File: config.mk
export PLATFORM = sky130hd
export DESIGN_NAME = pc_counter_n
export DESIGN_NICKNAME = d
export VERILOG_FILES = /design/src/rtl/pc_counter_n.sv
export SDC_FILE = /design/constraint.sdc
export NUM_CORES = 1
export LEC_CHECK = 0
export ABC_AREA = 1
export CAP_MARGIN = 10
export CORE_ASPECT_RATIO = 0.7
export CORE_MARGIN = 2
export CORE_UTILIZATION = 30
export CTS_CLUSTER_DIAMETER = 50
export DETAILED_ROUTE_END_ITERATION = 16
export GPL_TIMING_DRIVEN = 0
export PLACE_DENSITY = 0.6
export SKIP_CTS_REPAIR_TIMING = 1
export SLEW_MARGIN = 15
export SYNTH_ARGS = -nofsm -noshare
export SYNTH_HDL_FRONTEND = slang
export SYNTH_SLANG_ARGS = --single-unit
File: constraint.sdc
create_clock -name clk -period 3.7 [get_ports clk]
set_input_delay 0.74 -clock clk [delete_from_list [all_inputs] [get_ports clk]]
set_output_delay 0.74 -clock clk [all_outputs]
set_load 0.005 [all_outputs]
File: src/rtl/pc_counter_n.sv
// Parametrised program counter: registered count that loads, steps up/down by STEP,
// and either wraps modulo MAX_VAL+1 or saturates at 0/MAX_VAL, flagging either event.
module pc_counter_n #(
    parameter int unsigned      WIDTH   = 16,
    parameter logic [WIDTH-1:0] STEP    = WIDTH'(1),
    parameter logic [WIDTH-1:0] MAX_VAL = '1
) (
    input  logic             clk,
    input  logic             reset,
    input  logic             load,
    input  logic [WIDTH-1:0] din,
    input  logic             inc,
    input  logic             dec,
    input  logic             sat_en,
    output logic [WIDTH-1:0] q,
    output logic             wrap,
    output logic             sat,
    output logic             at_zero,
    output logic             at_max
);

    // Bound arithmetic is carried in WIDTH+1 bits so q+STEP and the modulus never truncate.
    localparam logic [WIDTH:0] MAX_EXT  = {1'b0, MAX_VAL};
    localparam logic [WIDTH:0] STEP_EXT = {1'b0, STEP};
    localparam logic [WIDTH:0] MODULUS  = MAX_EXT + {{WIDTH{1'b0}}, 1'b1};

    logic [WIDTH:0]   up_sum;
    logic [WIDTH-1:0] q_nxt;
    logic             wrap_nxt;
    logic             sat_nxt;

    assign up_sum = {1'b0, q} + STEP_EXT;

    always_comb begin
        q_nxt    = q;
        wrap_nxt = 1'b0;
        sat_nxt  = 1'b0;
        if (load) begin
            if (din > MAX_VAL) begin
                q_nxt   = MAX_VAL;
                sat_nxt = 1'b1;
            end else begin
                q_nxt = din;
            end
        end else if (inc && !dec) begin
            if (up_sum > MAX_EXT) begin
                if (sat_en) begin
                    q_nxt   = MAX_VAL;
                    sat_nxt = 1'b1;
                end else begin
                    q_nxt    = WIDTH'(up_sum - MODULUS);
                    wrap_nxt = 1'b1;
                end
            end else begin
                q_nxt = WIDTH'(up_sum);
            end
        end else if (dec && !inc) begin
            if (q >= STEP) begin
                q_nxt = q - STEP;
            end else if (sat_en) begin
                q_nxt   = '0;
                sat_nxt = 1'b1;
            end else begin
                // q < STEP here, so q + MODULUS - STEP lands inside 0..MAX_VAL.
                q_nxt    = WIDTH'({1'b0, q} + MODULUS - STEP_EXT);
                wrap_nxt = 1'b1;
            end
        end
    end

    always_ff @(posedge clk) begin
        if (reset) begin
            q    <= '0;
            wrap <= 1'b0;
            sat  <= 1'b0;
        end else begin
            q    <= q_nxt;
            wrap <= wrap_nxt;
            sat  <= sat_nxt;
        end
    end

    assign at_zero = (q == '0);
    assign at_max  = (q == MAX_VAL);

endmodule

==> metrics.cfg, run 1 <==
[outcome]
status = completed

[timing]
max-slew-margin-rel = 0.573
rsz0062_at_grt = no
holdWs_ns = 0.641
maxClockFrequency_mhz = 330
fin_setup_tns_ns = 0
hold_violations = 0
skew_ns = 0.00750
period_minus_slack_ns = 3.03
maxSlewViolCount = 0
fin_crit_sh = 0.820
setup_viol = 0
worst_slew_pin_slew_ns = 0.640

[floorplanning]
die_x_um = 101
dieArea_sq_um = 7250
core-area_sq_um = 6310
dieHeight_um = 71.8
rows = 24
start_util = 0.313
ios = 42

[global_routing]
met2_usage = 0.256
use_met1 = 0.284
grt_pass1_vias = 2075
grt_max_degree = 11
overflow = 0
grt_pass1_wl_um = 10100
grt_antenna_before_repair = 0
top_usage_layer = met1
grt_util_met3 = 0.0176
globalRouteTotalUtil = 0.178

[power_and_ir_drop]
ir_drop_mv = 0.216
p_leak_nw = 1.15
p_per_area_nw_per_um2 = 278

[synthesis]
synth_compound_area_frac = 0.137
synth.area.top_cells = nand2_1 (21%), dfxtp_1 (18%), nand3_1 (8.6%)
synth_xor_area_frac = 0.0533
synth-simple-area-share = 0.491
avgSynthCellArea_sq_um = 5.60
seq_area_frac_synth = 0.183
syn_nets = 379
synth_cells = 352
synth_top_family_by_area = simple AND/OR/NAND/NOR gates
yosysTopAreaCellShare = 0.207
yosys_warnings = 0
async_flop_share = 0
synth-edff-count = 0
syn-cell-area_sq_um = 1970
ys_seq_elements = 18
ys_types = 25
synth.area.mux_share = 0
synthFlopType = dfxtp_1
synth_area_leader_cell = nand2_1
synth_adder_area_share = 0.0317

[setup_path]
crit_buf_inv = 2
ff2ff_setup_slack_ns = 1.21
rr_startpoint = q[0]
crit_required_ns = 2.96
path_cells = ha_1 > nand2_1 > nor2_4 > nand3_1 > nor2_1 > nand3_1 > inv_1 > clkdlybuf4s50_1
worstSetupStartpointType = flop
critPathMaxStageDelay_ns = 0.56
critPathLaunch = q[0]
cp.arrival_ns = 2.29
cp_common_cell = nand3_1
worst-setup-path-type = flop to primary output
slowest_stage = dfxtp_1
crit_path_end_kind = primary output
cp_max_fo = 9
crit_family = simple AND/OR/NAND/NOR gates

[route]
ant_nets = 0
drcViolationCount = 0
drt_first_pass_iters = 5
drtIter0Drc = 214
routed_wirelength_um = 6350
vias = 2333
viasPerCell = 4.91
wire_per_inst_um = 13.4

[placement]
portBuffers = 41
hpwl_um = 5260
routabilityCongestion = 0.875

[clocking]
clk_pin_slew_worst_paths_ns = 0.07
clk_latency_ns = 0.26
cts_max_path_buffers = 2
cts_max_level = 1
cts_buffers = 3
cts-root-buf = clkbuf_8
cts_tree = done
numClockSinks = 18

[finish]
fin_nets = 425
areaGrowthSynthToFinish_pct = 28.6
diodes = 0
drive_above_1_share = 0.0982
layout_common_cells = nand2_1 (109), clkdlybuf4s50_1 (41), nand3_1 (34)
nFillCells = 691
final_common_cell = nand2_1

[flow_run]
maxCapViolCount = 0

[worst_hold_path]
min_from = q[14]
hold_class = flop to flop

-- area by class of cell --
class / instances / area, sq um / area share
buffer: 12 / 58.8 / 0.0232
clock buffer: 4 / 55.1 / 0.0217
inverter: 39 / 146 / 0.0577
multi-input combinational: 283 / 1410 / 0.555
sequential: 18 / 360 / 0.142
tap: 78 / 97.6 / 0.0385
timing repair buffer: 41 / 410 / 0.162
-- worst register-to-register path, cell delays in order, from the launching register on --
cell and delay [ns]:
dfxtp_1 0.56, inv_2 0.17, ha_1 0.35, inv_1 0.06
nor2_1 0.11, nand3_1 0.10, nor2_1 0.12, nand2_1 0.06
nor2_1 0.12, nand3_1 0.10, nand2_2 0.12, nand3_4 0.12
buf_6 0.18, nand2_1 0.08, nand2_1 0.06, a21oi_1 0.11
-- stage by stage --
step | worst slack [ns] | utilization | std cells | instance area (sq um) | total power (W)
after global routing | 0.519 | 0.402 | 475 | 2530 | 0.000750
after CTS | 0.682 | 0.402 | 475 | 2530 | 0.000702
after floorplan | 1.68 | - | 352 | 1970 | 0.000424
after detailed placement | 0.973 | 0.393 | 471 | 2480 | 0.000541
after global placement | 0.966 | 0.393 | 471 | 2480 | 0.000539
final | 0.666 | 0.402 | 475 | 2530 | 0.000706
-- sequential cells by signal (all words and copies together) (netlist names) --
register  cells
sat           1
q            16
wrap          1
-- where the power goes --
part,switching (W),total [W],internal (W)
sequential,0.0000366,0.000249,0.000212
clock,0.0000687,0.000163,0.0000946
combinational,0.000166,0.000294,0.000127
total,0.000272,0.000706,0.000434
-- kinds of logic after synthesis --
kind of cell	Yosys count
adders and majority gates	5
DFF	18
and+or+nand+nor	214
buffers and inverters	51
xor gates and xnor gates	12
AOI/OAI and AO/OA	52
-- final timing paths --
kind         cells past startpoint      to
min reg2reg                      2   q[14]
max reg2reg                     15    q[6]
min                              2   q[14]
max                              8  at_max
-- Yosys cell counts, drive strengths merged, types with 3 or more instances --
library cell	instances
or2	16
nor2	37
nand3	35
inv	37
nand2	111
buf	4
dfxtp	18
o21ai	24
clkbuf	8
xor2	12
nor3	9
nand4	6
a21oi	23
o21bai	3
ha	5
-- metal layers --
metal	part of all wire	up-vias
met5	0	-
met4	0.0043	0
li1	-	1223
met1	0.53	1022
met3	0.073	4
met2	0.39	84
Note: power is estimated with default switching activity, not from simulation.
==> run 2: changes to the inputs <==
Settings changed: PLACE_DENSITY 0.6 to 0.62.
Clock period 3.7 ns to 2.74 ns, I/O delays scaled along.
==> run 2 against run 1 <==
  * Critical path depth unchanged
  * Routed wire length increased by 2.5%
  * Combinational power increased by 38%
  * Final cell count increased by 0.84%
  * Clock power increased by 37%
  * Global-route usage increased by 0.23 points
  * Clock skew decreased by 0.0065 ns
  * Largest cell class unchanged
  * Clock-buffer cell count unchanged
  * Largest power group unchanged
  * Critical path type unchanged
  * Setup slack got worse by 0.53 ns
  * Utilization increased by 0.71 points
==> metrics.cfg, run 2 (synthesis gave the netlist of run 1 again) <==
[outcome]
status = completed

[route]
routed_wirelength_um = 6510
wire_per_inst_um = 13.6
ant_nets = 0
drcViolationCount = 0
drtIter0Drc = 202
drt_first_pass_iters = 5
viasPerCell = 5.03
vias = 2409

[clocking]
clk_pin_slew_worst_paths_ns = 0.07
cts_tree = done
cts-root-buf = clkbuf_8
numClockSinks = 18
cts_buffers = 3
cts_max_path_buffers = 2
cts_max_level = 1
clk_latency_ns = 0.26

[floorplanning]
dieArea_sq_um = 7250
die_x_um = 101
ios = 42
dieHeight_um = 71.8
start_util = 0.313
rows = 24
core-area_sq_um = 6310

[finish]
layout_common_cells = nand2_1 (109), clkdlybuf4s50_1 (41), nand3_1 (34)
final_common_cell = nand2_1
instances_no_fill = 479
drive_above_1_share = 0.117
largest_reg_flops = 16
areaGrowthSynthToFinish_pct = 30.8
final_cell_area_sq_um = 2580
fin_nets = 429
largestRegisters = q x16, sat x1, wrap x1
diodes = 0
regMostFlops = q

[setup_path]
crit_path_end_kind = primary output
cp_max_fo = 8
ff2ff_setup_slack_ns = 0.44
r2r-end = q[4]
rr_startpoint = q[0]
worst-setup-path-type = flop to primary output
critPathLaunch = q[1]
crit_required_ns = 2.19
cp.arrival_ns = 2.05
reg2reg_depth = 15
worstSetupStartpointType = flop

[timing]
worst_slew_pin_slew_ns = 0.614
holdWs_ns = 0.626
max-slew-margin-rel = 0.591
maxSlewViolCount = 0
rsz0062_at_grt = no
maxClockFrequency_mhz = 384
setup_viol = 0
fin_crit_sh = 0.949
hold_violations = 0
period_minus_slack_ns = 2.60
skew_ns = 0.000973

[placement]
routabilityCongestion = 0.882
portBuffers = 41
hpwl_um = 5190
dpl_cell_area_sq_um = 2480
dp.cells = 471

[global_routing]
globalRouteTotalUtil = 0.180
grt_max_degree = 11
grt_pass1_vias = 2104
grt_antenna_before_repair = 0
overflow = 0
grt_pass1_wl_um = 10500

[power_and_ir_drop]
p_leak_nw = 1.17
p_per_area_nw_per_um2 = 374
ir_drop_mv = 0.279

[worst_hold_path]
hold_end = q[1]
hold_class = flop to flop
min_path_cells = 2
min_from = q[1]

[flow_run]
maxCapViolCount = 0

[run 2: changes by cell type in the layout (fill, tap and decap cells not counted)]
cell,previous run,this run
dfxtp_1,18,14
nor2_4,3,4
nor2_2,4,3
dfxtp_2,0,2
dfxtp_4,0,2
buf_4,1,5
[run 2: through the flow]
stage          setup TNS (ns)  power [W]   util  worst slack (ns)
2_1_floorplan               0   0.000572      -             0.782
3_3_place_gp                0   0.000727  0.393             0.211
3_5_place_dp                0   0.000728  0.393             0.214
4_1_cts               -0.0742   0.000947  0.402           -0.0742
5_1_grt                     0    0.00103  0.409            0.0132
6_report                    0   0.000965  0.409             0.138
[run 2: worst max-delay path by stage]
stage                  end  slack (ns)  cells after the start
floorplan            q[12]        0.78                     15
global placement    at_max        0.21                      8
detailed placement  at_max        0.21                      8
CTS                 at_max       -0.07                      8
global route        at_max        0.01                      8
finish              at_max        0.14                      8
[run 2: power breakdown]
part,switching [W],total (W),internal (W)
Combinational,0.000229,0.000406,0.000177
Sequential,0.0000491,0.000337,0.000288
Clock,0.0000947,0.000223,0.000128
[run 2: critical path: stages (launching register included)]
cell and delay (ns):
dfxtp_4 0.40, ha_1 0.19, nand2_1 0.11, nor2_4 0.18
nand3_1 0.12, nor2_1 0.10, nand3_1 0.12, inv_1 0.08
clkdlybuf4s50_1 0.49
[run 2: area by class of cell]
class / instances / area (sq um)
Timing Repair Buffer: 45 / 440
Sequential cell: 18 / 370
Buffer: 12 / 58.8
Tap cell: 78 / 97.6
Fill cell: 708 / 3730
Clock buffer: 4 / 55.1
Multi-Input combinational cell: 283 / 1410
Inverter: 39 / 146
[run 2: layer usage]
layer  track usage  vias up  share of wire
met5             0        -              0
met1         0.294     1082           0.54
li1              -     1225              -
met4        0.0405        0          0.011
met2         0.250       95           0.38
met3        0.0137        7          0.070
==> edit 1 (config.mk and constraints of run 2) <==
Set the parameter `WIDTH` to 14 (it was 16).
--- a/src/rtl/pc_counter_n.sv
+++ b/src/rtl/pc_counter_n.sv
@@ -1,7 +1,7 @@
 // Parametrised program counter: registered count that loads, steps up/down by STEP,
 // and either wraps modulo MAX_VAL+1 or saturates at 0/MAX_VAL, flagging either event.
 module pc_counter_n #(
-    parameter int unsigned      WIDTH   = 16,
+    parameter int unsigned      WIDTH   = 14,
     parameter logic [WIDTH-1:0] STEP    = WIDTH'(1),
     parameter logic [WIDTH-1:0] MAX_VAL = '1
 ) (
Ports: changed (resized din and q); port bits go from 42 to 38. No check against the original RTL was run, so the function may have changed too.
==> edit 1 against run 2 <==
Register-to-register slack better by 0.10 ns. First-iteration DRC count down 37%. Global-route usage down 1.5 points. Routed wire length down 22%. Setup slack better by 0.092 ns. Cell area down 11%. Synthesized area down 9.6%. Sequential cell count down 2. Sequential share of layout area down 0.36 points. Power down 8.9%. Highest routed layer unchanged.
==> edit 1: results (changes against run 2) <==
Parameter                              Value

Run status
  Run status ... finished, final reports clean (unchanged)

Route
  Total length of routed wires ... 5060 um (was 6510 um)
  Via count ... 1,972 (was 2,409)
  Ratio of routed vias to standard cells ... 4.60 (was 5.03)
  Total length of routed met2 wires ... 2050 um (was 2490 um)
  DRT Pass-1 Iters ... 4 (was 5)
  DR WL met3 ... 205 um (was 453 um)

Placed design
  # placed instances ... 425 (was 471)
  Post-place setup slack ... -0.0571 ns (was 0.214 ns)
  IO buf count ... 37 (was 41)
  Global placement routability congestion ... 0.842 (was 0.882)
  Sum of net half-perimeters after detailed placement ... 4230 um (was 5190 um)
  Post-DP Area ... 0.00225 mm^2 (was 0.00248 mm^2)

Yosys
  Cell types with the highest counts after synthesis ... sky130_fd_sc_hd__nand2_1, sky130_fd_sc_hd__inv_1, sky130_fd_sc_hd__nor2_1 (was sky130_fd_sc_hd__nand2_1, sky130_fd_sc_hd__nand3_1, sky130_fd_sc_hd__inv_1)
  Fraction of the yosys area taken by sequential cells ... 0.180 (was 0.183)
  Post-Synthesis Mean Instance Area ... 5.70 um^2 (was 5.60 um^2)

Critical path
  Endpoint of the lowest-slack register-to-register path ... q[1]$_SDFFE_PP0P_ (was q[4]$_SDFFE_PP0P_)

Layout
  Layout cells sized above 1 ... 0.110 (was 0.117)
  Net count of the finished layout ... 380 (was 429)
  Largest registers ... q x14, sat x1, wrap x1 (was q x16, sat x1, wrap x1)
  Fillers ... 633 (was 708)

Global route
  Overall track demand over capacity in global routing ... 0.165 (was 0.180)
  First-pass GRT wire length ... 8480 um (was 10,500 um)
  Vias in the first global route ... 1,767 (was 2,104)

Worst hold path
  Critical hold path startpoint ... q[0]$_SDFFE_PP0P_ (was q[1]$_SDFFE_PP0P_)
  Hold Path End ... q[0]$_SDFFE_PP0P_ (was q[1]$_SDFFE_PP0P_)

STA
  Worst slew pin tran ... 0.465 ns (was 0.614 ns)
  Clock tree skew after final layout ... 0.00214 ns (was 0.000973 ns)
  Post-route worst hold slack ... 0.554 ns (was 0.626 ns)

Power
  Largest voltage drop on the vdd net ... 0.208 mV (was 0.279 mV)
## edit 1: cell count changes after synthesis, moves of 3 or more
cell	run 2	this run
sky130_fd_sc_hd__clkbuf_1	8	5
sky130_fd_sc_hd__nand3_1	34	15
sky130_fd_sc_hd__or2_2	16	2
sky130_fd_sc_hd__a21oi_2	0	10
sky130_fd_sc_hd__a21oi_1	23	10
sky130_fd_sc_hd__xor2_1	12	9
sky130_fd_sc_hd__nor2_2	4	1
sky130_fd_sc_hd__o21ai_0	24	18
sky130_fd_sc_hd__inv_1	33	39
sky130_fd_sc_hd__o22ai_1	0	4
sky130_fd_sc_hd__nor3_1	8	4
sky130_fd_sc_hd__nand2_2	2	5
## edit 1: kinds of logic after synthesis
logic type | share of synthesized area
fa+ha+maj | 0.0351
flops | 0.180
xor+xnor | 0.0491
compound gates | 0.161
buf+inv | 0.126
simple gates | 0.449
## edit 1: layer usage
| layer | track usage | vias up |
|---|---|---|
| li1 | - | 1072 |
| met1 | 0.253 | 857 |
| met2 | 0.250 | 41 |
| met3 | 0.0163 | 2 |
| met4 | 0.0339 | 0 |
| met5 | 0 | - |
## edit 1: layout make-up
| type | count | area, um^2 | area share |
|---|---|---|---|
| Multi-Input combinational cell | 242 | 1240 | 0.537 |
| Timing Repair Buffer | 37 | 370 | 0.161 |
| Sequential cell | 16 | 323 | 0.140 |
| Inverter | 44 | 165 | 0.0716 |
| Tap cell | 75 | 93.8 | 0.0407 |
| Buffer | 11 | 60.1 | 0.0260 |
| Clock buffer | 4 | 55.1 | 0.0239 |
## edit 1: power by group
group	internal (mW)	switching, mW
registers	0.255	0.0398
logic	0.166	0.212
clock network	0.127	0.0802
total	0.548	0.332
==> edit 2 (settings of run 2) <==
Made on the original files. Register the inputs `load`, `din`, `inc`, `dec` and `sat_en` before use. The logic sees them one clock later.
--- a/src/rtl/pc_counter_n.sv
+++ b/src/rtl/pc_counter_n.sv
@@ -24,6 +24,20 @@
     localparam logic [WIDTH:0] STEP_EXT = {1'b0, STEP};
     localparam logic [WIDTH:0] MODULUS  = MAX_EXT + {{WIDTH{1'b0}}, 1'b1};
 
+    logic load_q;
+    logic [WIDTH-1:0] din_q;
+    logic inc_q;
+    logic dec_q;
+    logic sat_en_q;
+
+    always_ff @(posedge clk) begin
+        load_q   <= load;
+        din_q    <= din;
+        inc_q    <= inc;
+        dec_q    <= dec;
+        sat_en_q <= sat_en;
+    end
+
     logic [WIDTH:0]   up_sum;
     logic [WIDTH-1:0] q_nxt;
     logic             wrap_nxt;
@@ -35,16 +49,16 @@
         q_nxt    = q;
         wrap_nxt = 1'b0;
         sat_nxt  = 1'b0;
-        if (load) begin
-            if (din > MAX_VAL) begin
+        if (load_q) begin
+            if (din_q > MAX_VAL) begin
                 q_nxt   = MAX_VAL;
                 sat_nxt = 1'b1;
             end else begin
-                q_nxt = din;
+                q_nxt = din_q;
             end
-        end else if (inc && !dec) begin
+        end else if (inc_q && !dec_q) begin
             if (up_sum > MAX_EXT) begin
-                if (sat_en) begin
+                if (sat_en_q) begin
                     q_nxt   = MAX_VAL;
                     sat_nxt = 1'b1;
                 end else begin
@@ -54,10 +68,10 @@
             end else begin
                 q_nxt = WIDTH'(up_sum);
             end
-        end else if (dec && !inc) begin
+        end else if (dec_q && !inc_q) begin
             if (q >= STEP) begin
                 q_nxt = q - STEP;
-            end else if (sat_en) begin
+            end else if (sat_en_q) begin
                 q_nxt   = '0;
                 sat_nxt = 1'b1;
             end else begin
Function: changed (Yosys sat finds a counterexample within 4 cycles, from zero or initial values and one cycle with reset high).
==> edit 2 against run 2 <==
Non-clock buffer count up 1. Largest cell class unchanged. Routed wire length up 5.9%. Synthesized area up 26%. Sequential cell count up 20. Setup slack worse by 0.058 ns. Clock skew up 0.0054 ns. Cell area up 23%. Power up 68%. Largest power group is now registers.
==> edit 2: results (changes against run 2) <==
Parameter                              Value

Critical path
  Number of cells traversed by the worst register-to-register path ... 16 (was 15)
  Setup crit start ... q[0]$_SDFFE_PP0P_ (was q[1]$_SDFFE_PP0P_)
  CP arrival ... 2.11 ns (was 2.05 ns)

CTS
  Clock-pin slew of the registers on the worst-case setup and hold paths ... 0.05 ns (was 0.07 ns)
  CTS Root Buffer Type ... sky130_fd_sc_hd__clkbuf_16 (was sky130_fd_sc_hd__clkbuf_8)
  Source-to-sink clock delay at the later pin of the worst-skew pair ... 0.28 ns (was 0.26 ns)

STA
  Time the worst path needs with I/O delays and setup ... 2.66 ns (was 2.60 ns)
  Worst slew pin tran ... 0.579 ns (was 0.614 ns)
  Post-route worst hold slack ... 0.486 ns (was 0.626 ns)

Yosys
  XOR/XNOR Fraction of Synth Area ... 0.0459 (was 0.0533)
  Number of different library cells in the post-synthesis netlist ... 31 (was 25)
  Post-Syn Nets ... 413 (was 379)
  Compound-Gate Fraction of Synth Area ... 0.133 (was 0.137)

Route
  Ratio of routed vias to standard cells ... 4.79 (was 5.03)
  Starting DRT DRC Count ... 212 (was 202)

Worst hold path
  Hold Path End ... wrap$_SDFF_PP0_ (was q[1]$_SDFFE_PP0P_)
  Critical hold path startpoint ... sat_en_q$_DFF_P_ (was q[1]$_SDFFE_PP0P_)

Layout
  Largest registers ... din_q x16, q x16 (was q x16, sat x1, wrap x1)
  Net count of the finished layout ... 463 (was 429)
  Fillers ... 833 (was 708)

Power
  Largest voltage drop on the vdd net ... 0.266 mV (was 0.279 mV)

Placed design
  Post-place setup slack ... 0.0965 ns (was 0.214 ns)

Global route
  Overall track demand over capacity in global routing ... 0.155 (was 0.180)
  Vias in the first global route ... 2,333 (was 2,104)

Run status
  Run status ... finished, final reports clean (unchanged)
## edit 2: changes by cell type after synthesis, sizes merged, moves of 4 or more
cell	change
nor2	+10
buf	+4
nor3	-6
or2	-9
nand2	+11
inv	+9
o22ai	+4
nand3	-15
dfxtp	+20
## edit 2: metrics by stage
stage	cell area (um^2)	power (mW)	util
floorplan	2480	0.927	-
global placement	3020	1.08	0.380
detailed placement	3020	1.09	0.380
CTS	3150	1.62	0.397
global route	3180	1.71	0.401
finish	3180	1.62	0.401
## edit 2: cell type report
class | instances | area share
well taps | 101 | 0.0397
multi-input cells | 287 | 0.461
flip-flops and latches | 38 | 0.242
plain buffers | 15 | 0.0283
inverters | 46 | 0.0543
clock buffers | 7 | 0.0417
repair buffers | 43 | 0.134
## edit 2: report_power, final
part,internal (mW),switching [mW],total [mW]
clock,0.332,0.199,0.531
combinational,0.191,0.253,0.444
sequential,0.594,0.0492,0.643
total,1.12,0.501,1.62
